**src/rtl/servo_pwm_capture.sv**
```systemverilog
// Servo PWM capture: measures the high time and the rising-to-rising period of an
// asynchronous PWM input, flags out-of-range pulses and reports loss of signal.
module servo_pwm_capture #(
  parameter int MIN_PULSE = 50_000,
  parameter int MAX_PULSE = 250_000,
  parameter int TIMEOUT   = 2_500_000
) (
  input  logic        clk,
  input  logic        rst_n,
  input  logic        pwm_in,
  output logic [17:0] pulse_len,
  output logic [21:0] period_len,
  output logic        valid,
  output logic        pulse_err,
  output logic        signal_lost
);

  localparam int          SIL_W = $clog2(TIMEOUT + 1);
  localparam logic [17:0] MIN_L = 18'(MIN_PULSE);
  localparam logic [17:0] MAX_L = 18'(MAX_PULSE);
  localparam logic [SIL_W-1:0] TO_L  = SIL_W'(TIMEOUT);
  localparam logic [SIL_W-1:0] TO_M1 = SIL_W'(TIMEOUT - 1);

  typedef enum logic [1:0] {WAIT_LOW, WAIT_RISE, HIGH, LOW} state_t;

  state_t           state, state_nxt;
  logic             pwm_m, pwm_s, pwm_d;
  logic             rise_p0, fall_p0;
  logic [1:0]       settle;
  logic [17:0]      high_cnt;
  logic [21:0]      per_cnt;
  logic [SIL_W-1:0] sil_cnt;
  logic             take_ok, take_bad, enter_high, timeout_hit, in_range;

  function automatic logic [17:0] sat_inc18(input logic [17:0] v);
    return (&v) ? v : v + 18'd1;
  endfunction

  function automatic logic [21:0] sat_inc22(input logic [21:0] v);
    return (&v) ? v : v + 22'd1;
  endfunction

  assign in_range    = (high_cnt >= MIN_L) && (high_cnt <= MAX_L);
  assign timeout_hit = (sil_cnt == TO_M1) && !rise_p0;
  assign enter_high  = (state_nxt == HIGH) && (state != HIGH);

  // Edges are registered once more, so the FSM works in the pwm_d time frame:
  // rise_p0 coincides with the first cycle pwm_d is high, fall_p0 with the first low.
  always_ff @(posedge clk or negedge rst_n) begin
    if (!rst_n) begin
      pwm_m   <= 1'b0;
      pwm_s   <= 1'b0;
      pwm_d   <= 1'b0;
      rise_p0 <= 1'b0;
      fall_p0 <= 1'b0;
      settle  <= 2'd0;
    end else begin
      pwm_m   <= pwm_in;
      pwm_s   <= pwm_m;
      pwm_d   <= pwm_s;
      rise_p0 <= pwm_s & ~pwm_d;
      fall_p0 <= ~pwm_s & pwm_d;
      if (settle != 2'd2) settle <= settle + 2'd1;
    end
  end

  always_ff @(posedge clk or negedge rst_n) begin
    if (!rst_n) state <= WAIT_LOW;
    else        state <= state_nxt;
  end

  // The synchronizer must hold real samples before a low level can arm the
  // FSM, otherwise a pulse already high at reset release would look like a rise.
  always_comb begin
    state_nxt = state;
    take_ok   = 1'b0;
    take_bad  = 1'b0;
    case (state)
      WAIT_LOW:  if (settle == 2'd2 && !pwm_s && !pwm_d) state_nxt = WAIT_RISE;
      WAIT_RISE: if (rise_p0) state_nxt = HIGH;
      HIGH: begin
        if (fall_p0) begin
          state_nxt = LOW;
          take_ok   = in_range;
          take_bad  = !in_range;
        end
      end
      LOW:       if (rise_p0) state_nxt = HIGH;
      default:   state_nxt = WAIT_LOW;
    endcase
    if (timeout_hit) begin
      state_nxt = WAIT_LOW;
      take_ok   = 1'b0;
      take_bad  = 1'b0;
    end
  end

  // Measurement stage: counters, captured lengths and strobes
  always_ff @(posedge clk or negedge rst_n) begin
    if (!rst_n) begin
      high_cnt    <= '0;
      per_cnt     <= '0;
      sil_cnt     <= '0;
      pulse_len   <= '0;
      period_len  <= '0;
      valid       <= 1'b0;
      pulse_err   <= 1'b0;
      signal_lost <= 1'b0;
    end else begin
      if (enter_high) begin
        high_cnt <= 18'd1;
        per_cnt  <= 22'd1;
      end else begin
        if (state == HIGH && pwm_d)         high_cnt <= sat_inc18(high_cnt);
        if (state == HIGH || state == LOW) per_cnt  <= sat_inc22(per_cnt);
      end
      if (enter_high && state == LOW) period_len <= per_cnt;

      if (rise_p0)              sil_cnt <= '0;
      else if (sil_cnt != TO_L) sil_cnt <= sil_cnt + 1'b1;

      valid     <= take_ok;
      pulse_err <= take_bad;
      if (take_ok) pulse_len <= high_cnt;

      if (timeout_hit)  signal_lost <= 1'b1;
      else if (take_ok) signal_lost <= 1'b0;
    end
  end

endmodule

```
**config.mk**
```make
export PLATFORM = sky130hd
export DESIGN_NAME = servo_pwm_capture
export DESIGN_NICKNAME = d
export VERILOG_FILES = /design/src/rtl/servo_pwm_capture.sv
export SDC_FILE = /design/constraint.sdc
export NUM_CORES = 1
export LEC_CHECK = 0
export CAP_MARGIN = 20
export CORE_MARGIN = 2
export CORE_UTILIZATION = 60
export CTS_BUF_LIST = sky130_fd_sc_hd__clkbuf_2 sky130_fd_sc_hd__clkbuf_4 sky130_fd_sc_hd__clkbuf_8
export CTS_CLUSTER_DIAMETER = 150
export DETAILED_ROUTE_END_ITERATION = 10
export PLACE_DENSITY = 0.82
export SLEW_MARGIN = 25
export SYNTH_ARGS = -nofsm -noshare
export SYNTH_HDL_FRONTEND = slang
export SYNTH_SLANG_ARGS = --single-unit
export TNS_END_PERCENT = 50
```
**constraint.sdc**
```tcl
create_clock -name clk -period 2.28 [get_ports clk]
set_input_delay 0.684 -clock clk [delete_from_list [all_inputs] [get_ports clk]]
set_output_delay 0.684 -clock clk [all_outputs]
set_load 0.1 [all_outputs]
```
==> results.cfg, run 1 <==
[outcome]
outcome = finished, final reports clean

[detailed_routing]
drtAntennaViolNets = 0
wire_per_inst_um = 16.75
drt_pre_antenna_iters = 7
drtIter0Drc = 177
wl_um = 11220
num_vias = 4005
viasPerCell = 5.978
drc = 0

[worst_hold_path]
hold_path_class = input pin to asynchronous set/reset pin

[worst_setup_path]
critPathSlowestCell = dfrtp_1
required_ns = 2.58
worstPathCellList = ha_2 -> nand4_2 -> or3_4 -> nor3_4 -> nand4bb_2 -> buf_12 -> mux2_4
worstPathMaxFanout = 19
cp_top_family = simple AND/OR/NAND/NOR gates
startpoint = sil_cnt[0]$_DFFE_PN0P_
critPathKind = flop to flop
crit_buf_inv = 1
reg2reg_from = sil_cnt[0]$_DFFE_PN0P_
crit_path_end_kind = flop
startpoint_type = flop
slowest_delay_ns = 0.40
arrival_ns = 2.46

[global_route]
grt-ovfl-total = 0
gr-usage-all-layers = 0.2453
grt_pass1_vias = 4105
grt_max_degree = 39
antenna_found_initial = 0
grt_pass1_wl_um = 19380

[final_layout]
area_growth_pct = 19.58
final_nets = 558
layout-drive-gt1-share = 0.2794
num_antenna_cells = 0

[synth]
synth_most_common_cell = dfrtp_1
synthArstFlopShare = 1.000
ys_top_cells_by_area = dfrtp_1 (53%), mux2_4 (5.0%), mux2_2 (4.4%)
yosys.cell_types.count = 54
synthTopCellsByCount = dfrtp_1 (114), nor2_1 (57), nand2_1 (31), xnor2_1 (26), nand3_1 (24)
postSynthAreaPerCell_um2 = 11.26
synth_nets = 491
synth_top_area_share = 0.5258
yosys_warnings = 0
yosysSeqAreaShare = 0.5258
syn_area_mm2 = 0.005425
yosysTopAreaCell = dfrtp_1
syn-instance-count = 482
synth_edf_count = 0
ys_ff_latch = 114
ys.flop_type = dfrtp_1

[job]
max-cap-violations = 0

[floorplanning]
initial_core_util = 0.6191
die_h_um = 99.09
row_count = 34
die_w_um = 99.09
core_area_mm2 = 0.008763
ioPinCount = 46
die_area_mm2 = 0.009819

[power]
p_int_uw = 3878
power.share.clock = 0.402
vdd_drop_max_mv = 0.5017
p_leak_uw = 0.003043
power_frac_comb = 0.178
switching_share = 0.3027
cellPowerDensity_mw_per_mm2 = 857.2
p_seq_frac = 0.420
power_switching_uw = 1683

[clock_network]
clkSlewWorstSetupHoldPaths_ns = 0.07
post_cts_buffers = 0
cts_inserted_buffers = 17
cts_tree = done
clock-root-buffer = clkbuf_8
clk_latency_ns = 0.42
htreeDepth = 4
clockBufferDepth = 2
cts.sinks = 114

[placement]
io_buffers = 45
dp_hpwl_um = 7529
place_congestion = 0.8947
dp_slack_ns = 0.1187

[timing]
finalSetupTns_ns = 0
fin_ws_ns = 0.1252
report.final.slew_viol_count = 0
skew_ns = 0.01385
period_share = 0.9451
setup_viol = 0
fin_crit_ns = 2.155
worstMarginPinSlew_ns = 0.5736
max_freq_mhz = 464.1
rsz0062_at_grt = no
maxSlewHeadroom = 0.6141
hold_viol_final = 0
cells by family after synthesis:
| kind of cell | Yosys count | synth area share |
|---|---|---|
| AND/OR/NAND/NOR | 195 | 0.2013 |
| multiplexers | 41 | 0.09709 |
| adder cells (fa/ha/maj) | 6 | 0.01384 |
| AO/OA/AOI/OAI | 55 | 0.06781 |
| XOR/XNOR | 44 | 0.07103 |
| buffers and inverters | 27 | 0.02306 |
| flip-flops | 114 | 0.5258 |
per-stage QoR:
step	instance area, um2	utilization	std cells	hold WS (ns)	power, uW
global route	6487	0.7403	670	0.2446	5788
floorplan	5425	-	482	0.3312	3043
global placement	6001	0.6848	638	0.3355	3299
CTS	6479	0.7393	670	0.2286	5585
finish	6487	0.7403	670	0.2267	5561
detailed placement	6001	0.6848	638	0.3385	3349
placed cells by master (no fill, tap or decap), drive strengths merged, types with 4 or more instances in the layout:
master,netlist,routed
a21oi,16,16
nor4b,5,5
nand2,31,31
or3,8,8
ha,6,6
bufinv,0,5
o21ai,11,11
o31ai,6,6
buf,8,64
inv,10,11
mux2,39,39
and4,5,5
nand4,19,19
nor4,9,9
a211oi,6,6
dfrtp,114,114
nand3,24,24
nor2,57,57
and3,5,5
clkbuf,9,20
o211ai,4,4
xnor2,26,26
nor2b,4,4
nor3,16,16
clkinv,0,5
xor2,18,18
final timing paths:
path / to / slack, ns / depth (start not counted)
min in group clk: pwm_s$_DFF_PN0_ / 0.35 / 0
setup / recovery: pulse_len[8]$_DFFE_PN0P_ / 0.13 / 7
setup reg to reg: pulse_len[8]$_DFFE_PN0P_ / 0.13 / 7
max in group asynchronous: period_len[20]$_DFFE_PN0P_ / 1.46 / 2
hold / removal: period_len[5]$_DFFE_PN0P_ / 0.23 / 1
hold reg to reg: pwm_s$_DFF_PN0_ / 0.35 / 0
worst reg2reg max path: stages (launching register included):
cell and delay [ns]:
dfrtp_1 0.40, ha_2 0.23, nand4_2 0.16, or3_4 0.37
nor3_4 0.17, nand4bb_2 0.18, buf_12 0.20, mux2_4 0.33
layout make-up:
class | instances | area [um2]
Clock buffer | 20 | 275.3
Clock inverter | 12 | 202.7
Fill cell | 588 | 2276
Inverter | 10 | 37.54
Multi-Input combinational cell | 341 | 2455
Sequential cell | 114 | 2854
Tap cell | 108 | 135.1
Timing Repair Buffer | 65 | 528.0
power by group through the flow:
stage / registers (uW) / clock network (uW) / logic [uW]
2_1_floorplan: 2680 / 0 / 368
3_3_place_gp: 2360 / 0 / 943
3_5_place_dp: 2370 / 0 / 981
4_1_cts: 2330 / 2260 / 990
5_1_grt: 2360 / 2360 / 1070
6_report: 2340 / 2230 / 990
state kept, by name, indices dropped and copies added (netlist names):
| signal | flops |
|---|---|
| pulse_len | 18 |
| signal_lost | 1 |
| period_len | 22 |
| pwm_d | 1 |
| pulse_err | 1 |
| pwm_m | 1 |
| settle | 2 |
| sil_cnt | 22 |
| valid | 1 |
| pwm_s | 1 |
| rise_p0 | 1 |
| fall_p0 | 1 |
| per_cnt | 22 |
| state | 2 |
| high_cnt | 18 |
repair_timing:
| item | 4_1_cts | 5_1_grt |
|---|---|---|
| resized for setup | 0 | 3 |
| endpoints found under the setup margin | 0 | 18 |
| hold buffers | 0 | 0 |
metal layers:
layer | track usage | vias to the layer above | routed length, um
met5 | 0 | - | 0
met4 | 0.08325 | 0 | 132
met3 | 0.05552 | 15 | 499
met2 | 0.4158 | 135 | 5804
met1 | 0.3137 | 1991 | 4783
li1 | - | 1864 | -
Note: power is estimated with default switching activity, not from simulation.
==> run 2, diff against run 1 <==
--- a/config.mk
+++ b/config.mk
@@ -11,6 +11,7 @@
 export CTS_BUF_LIST = sky130_fd_sc_hd__clkbuf_2 sky130_fd_sc_hd__clkbuf_4 sky130_fd_sc_hd__clkbuf_8
 export CTS_CLUSTER_DIAMETER = 150
 export DETAILED_ROUTE_END_ITERATION = 10
+export HOLD_SLACK_MARGIN = 0.1
 export PLACE_DENSITY = 0.82
 export SLEW_MARGIN = 25
 export SYNTH_ARGS = -nofsm -noshare
==> results of run 2 <==
No change in the layout: final DEF, timing and power equal those of run 1.
==> run 3, diff against run 2 <==
--- a/config.mk
+++ b/config.mk
@@ -7,12 +7,12 @@
 export LEC_CHECK = 0
 export CAP_MARGIN = 20
 export CORE_MARGIN = 2
-export CORE_UTILIZATION = 60
+export CORE_UTILIZATION = 54
 export CTS_BUF_LIST = sky130_fd_sc_hd__clkbuf_2 sky130_fd_sc_hd__clkbuf_4 sky130_fd_sc_hd__clkbuf_8
 export CTS_CLUSTER_DIAMETER = 150
 export DETAILED_ROUTE_END_ITERATION = 10
-export HOLD_SLACK_MARGIN = 0.1
-export PLACE_DENSITY = 0.82
+export HOLD_SLACK_MARGIN = 0.05
+export PLACE_DENSITY = 0.78
 export SLEW_MARGIN = 25
 export SYNTH_ARGS = -nofsm -noshare
 export SYNTH_HDL_FRONTEND = slang
==> constraint.sdc (replaced) <==
create_clock -name clk -period 1.75 [get_ports clk]
set_input_delay 0.525 -clock clk [delete_from_list [all_inputs] [get_ports clk]]
set_output_delay 0.525 -clock clk [all_outputs]
set_load 0.1 [all_outputs]
==> results.cfg, run 3 (synthesis gave the netlist of run 1 again) <==
[detailed_routing]
drtIter0Drc = 332
num_vias = 4647
drt_pre_antenna_iters = 6
wire_per_inst_um = 19.89
drtAntennaViolNets = 0
drc = 0
wl_um = 15340
viasPerCell = 6.027

[timing]
skew_ns = 0.01246
setup_viol = 43
max_freq_mhz = 472.7
rsz0062_at_grt = yes
hold_viol_final = 0
worstMarginPinSlew_ns = 0.5399
maxSlewHeadroom = 0.6381
report.final.slew_viol_count = 0
fin_ws_ns = -0.3657
fin_crit_ns = 2.116
period_share = 1.209

[power]
p_seq_frac = 0.405
switching_share = 0.3276
p_leak_uw = 0.003537
vdd_drop_max_mv = 0.6031
cellPowerDensity_mw_per_mm2 = 952.7
power_switching_uw = 2463
power.share.clock = 0.323
power_frac_comb = 0.271
p_int_uw = 5056

[floorplanning]
die_w_um = 104.2
row_count = 36
ioPinCount = 46
die_area_mm2 = 0.01086
die_h_um = 104.2
initial_core_util = 0.5550
core_area_mm2 = 0.009774

[placement]
dp_hpwl_um = 8721
dp_slack_ns = -0.2891
io_buffers = 45
place_congestion = 0.9385

[final_layout]
layout-drive-gt1-share = 0.4310
final_nets = 635
top_regs = per_cnt (22), period_len (22), sil_cnt (22)
area_growth_pct = 45.48
mostFrequentLayoutCells = dfrtp_1 (111), buf_4 (88), nor2_1 (57)
final_common_cell = dfrtp_1
post-route-util = 0.8075
num_antenna_cells = 0

[global_route]
gr-usage-all-layers = 0.2744
grt-ovfl-total = 0
grt_pass1_vias = 4690
grt_max_degree = 75
antenna_found_initial = 0
grt_pass1_wl_um = 23380

[clock_network]
clock-root-buffer = clkbuf_8
clkSlewWorstSetupHoldPaths_ns = 0.07
htreeDepth = 4
cts.sinks = 114
cts_tree = done
clockBufferDepth = 2
cts_inserted_buffers = 17
clk_latency_ns = 0.45

[job]
max-cap-violations = 0

[worst_setup_path]
reg2regPathDepth = 6
required_ns = 2.08
crit_path_end_kind = flop
reg2reg_from = high_cnt[8]$_DFFE_PN0P_
startpoint_type = flop
rrSetupSlack_ns = -0.37
worstPathMaxFanout = 20
arrival_ns = 2.45
r2r_end = pulse_len[2]$_DFFE_PN0P_
critPathKind = flop to flop

[worst_hold_path]
hold_path_class = input pin to asynchronous set/reset pin

[outcome]
outcome = finished, violations left
violations = setup timing
run 3: how the worst max path moves through the flow:
stage,from,to,slack (ns),cells past startpoint
finish,high_cnt[8]$_DFFE_PN0P_,pulse_len[2]$_DFFE_PN0P_,-0.37,6
global route,high_cnt[0]$_DFFE_PN0P_,pulse_len[1]$_DFFE_PN0P_,-0.44,8
CTS,high_cnt[0]$_DFFE_PN0P_,high_cnt[7]$_DFFE_PN0P_,-0.30,9
detailed placement,high_cnt[0]$_DFFE_PN0P_,pulse_len[2]$_DFFE_PN0P_,-0.29,8
global placement,high_cnt[0]$_DFFE_PN0P_,pulse_len[0]$_DFFE_PN0P_,-0.17,8
floorplan,sil_cnt[1]$_DFFE_PN0P_,pulse_len[0]$_DFFE_PN0P_,-0.22,7
run 3: layout make-up:
| type | instances | area (um2) |
|---|---|---|
| sequential | 114 | 2856 |
| multi-input combinational | 341 | 2766 |
| fill | 509 | 1882 |
| timing repair buffer | 142 | 1679 |
| clock buffer | 21 | 276.5 |
| tap | 133 | 166.4 |
| clock inverter | 10 | 110.1 |
| inverter | 10 | 37.54 |
run 3: power groups by stage:
stage,clock network [uW],logic (uW),registers [uW]
floorplan,0,488,3500
global placement,0,1680,3040
detailed placement,0,1740,3060
CTS,2450,1890,3020
global route,2590,2140,3060
finish,2430,2040,3050
run 3: stage by stage:
step / power (uW) / instances / cell area [um2] / hold WS [ns] / TNS (ns)
after global placement: 4718 / 731 / 7131 / 0.3350 / -3.509
after CTS: 7361 / 769 / 7696 / 0.08984 / -7.611
after detailed placement: 4804 / 731 / 7131 / 0.3529 / -6.863
after global routing: 7788 / 771 / 7893 / 0.1127 / -12.85
final: 7519 / 771 / 7893 / 0.08293 / -10.43
after floorplan: 3985 / 482 / 5470 / 0.2294 / -3.892
run 3: critical path, stage by stage, from the launching register on:
cell and delay [ns]:
dfrtp_1 0.45, nand2_1 0.21, a21oi_1 0.22, a2bb2oi_1 0.44, nand4bb_4 0.16, buf_12 0.20, mux2_4 0.31
run 3: layer usage:
layer | vias up | GRT usage | routed length (um) | share of wire
li1 | 2015 | - | - | -
met1 | 2308 | 0.3203 | 5717 | 0.37
met2 | 254 | 0.4680 | 7971 | 0.52
met3 | 70 | 0.07331 | 991 | 0.065
met4 | 0 | 0.1361 | 657 | 0.043
met5 | - | 0 | 0 | 0
run 3: timing repair:
item,CTS,global route
gates resized for setup,23,38
setup buffers,7,4
pin swaps,9,18
endpoints found under the setup margin,41,59
hold buffers,0,0
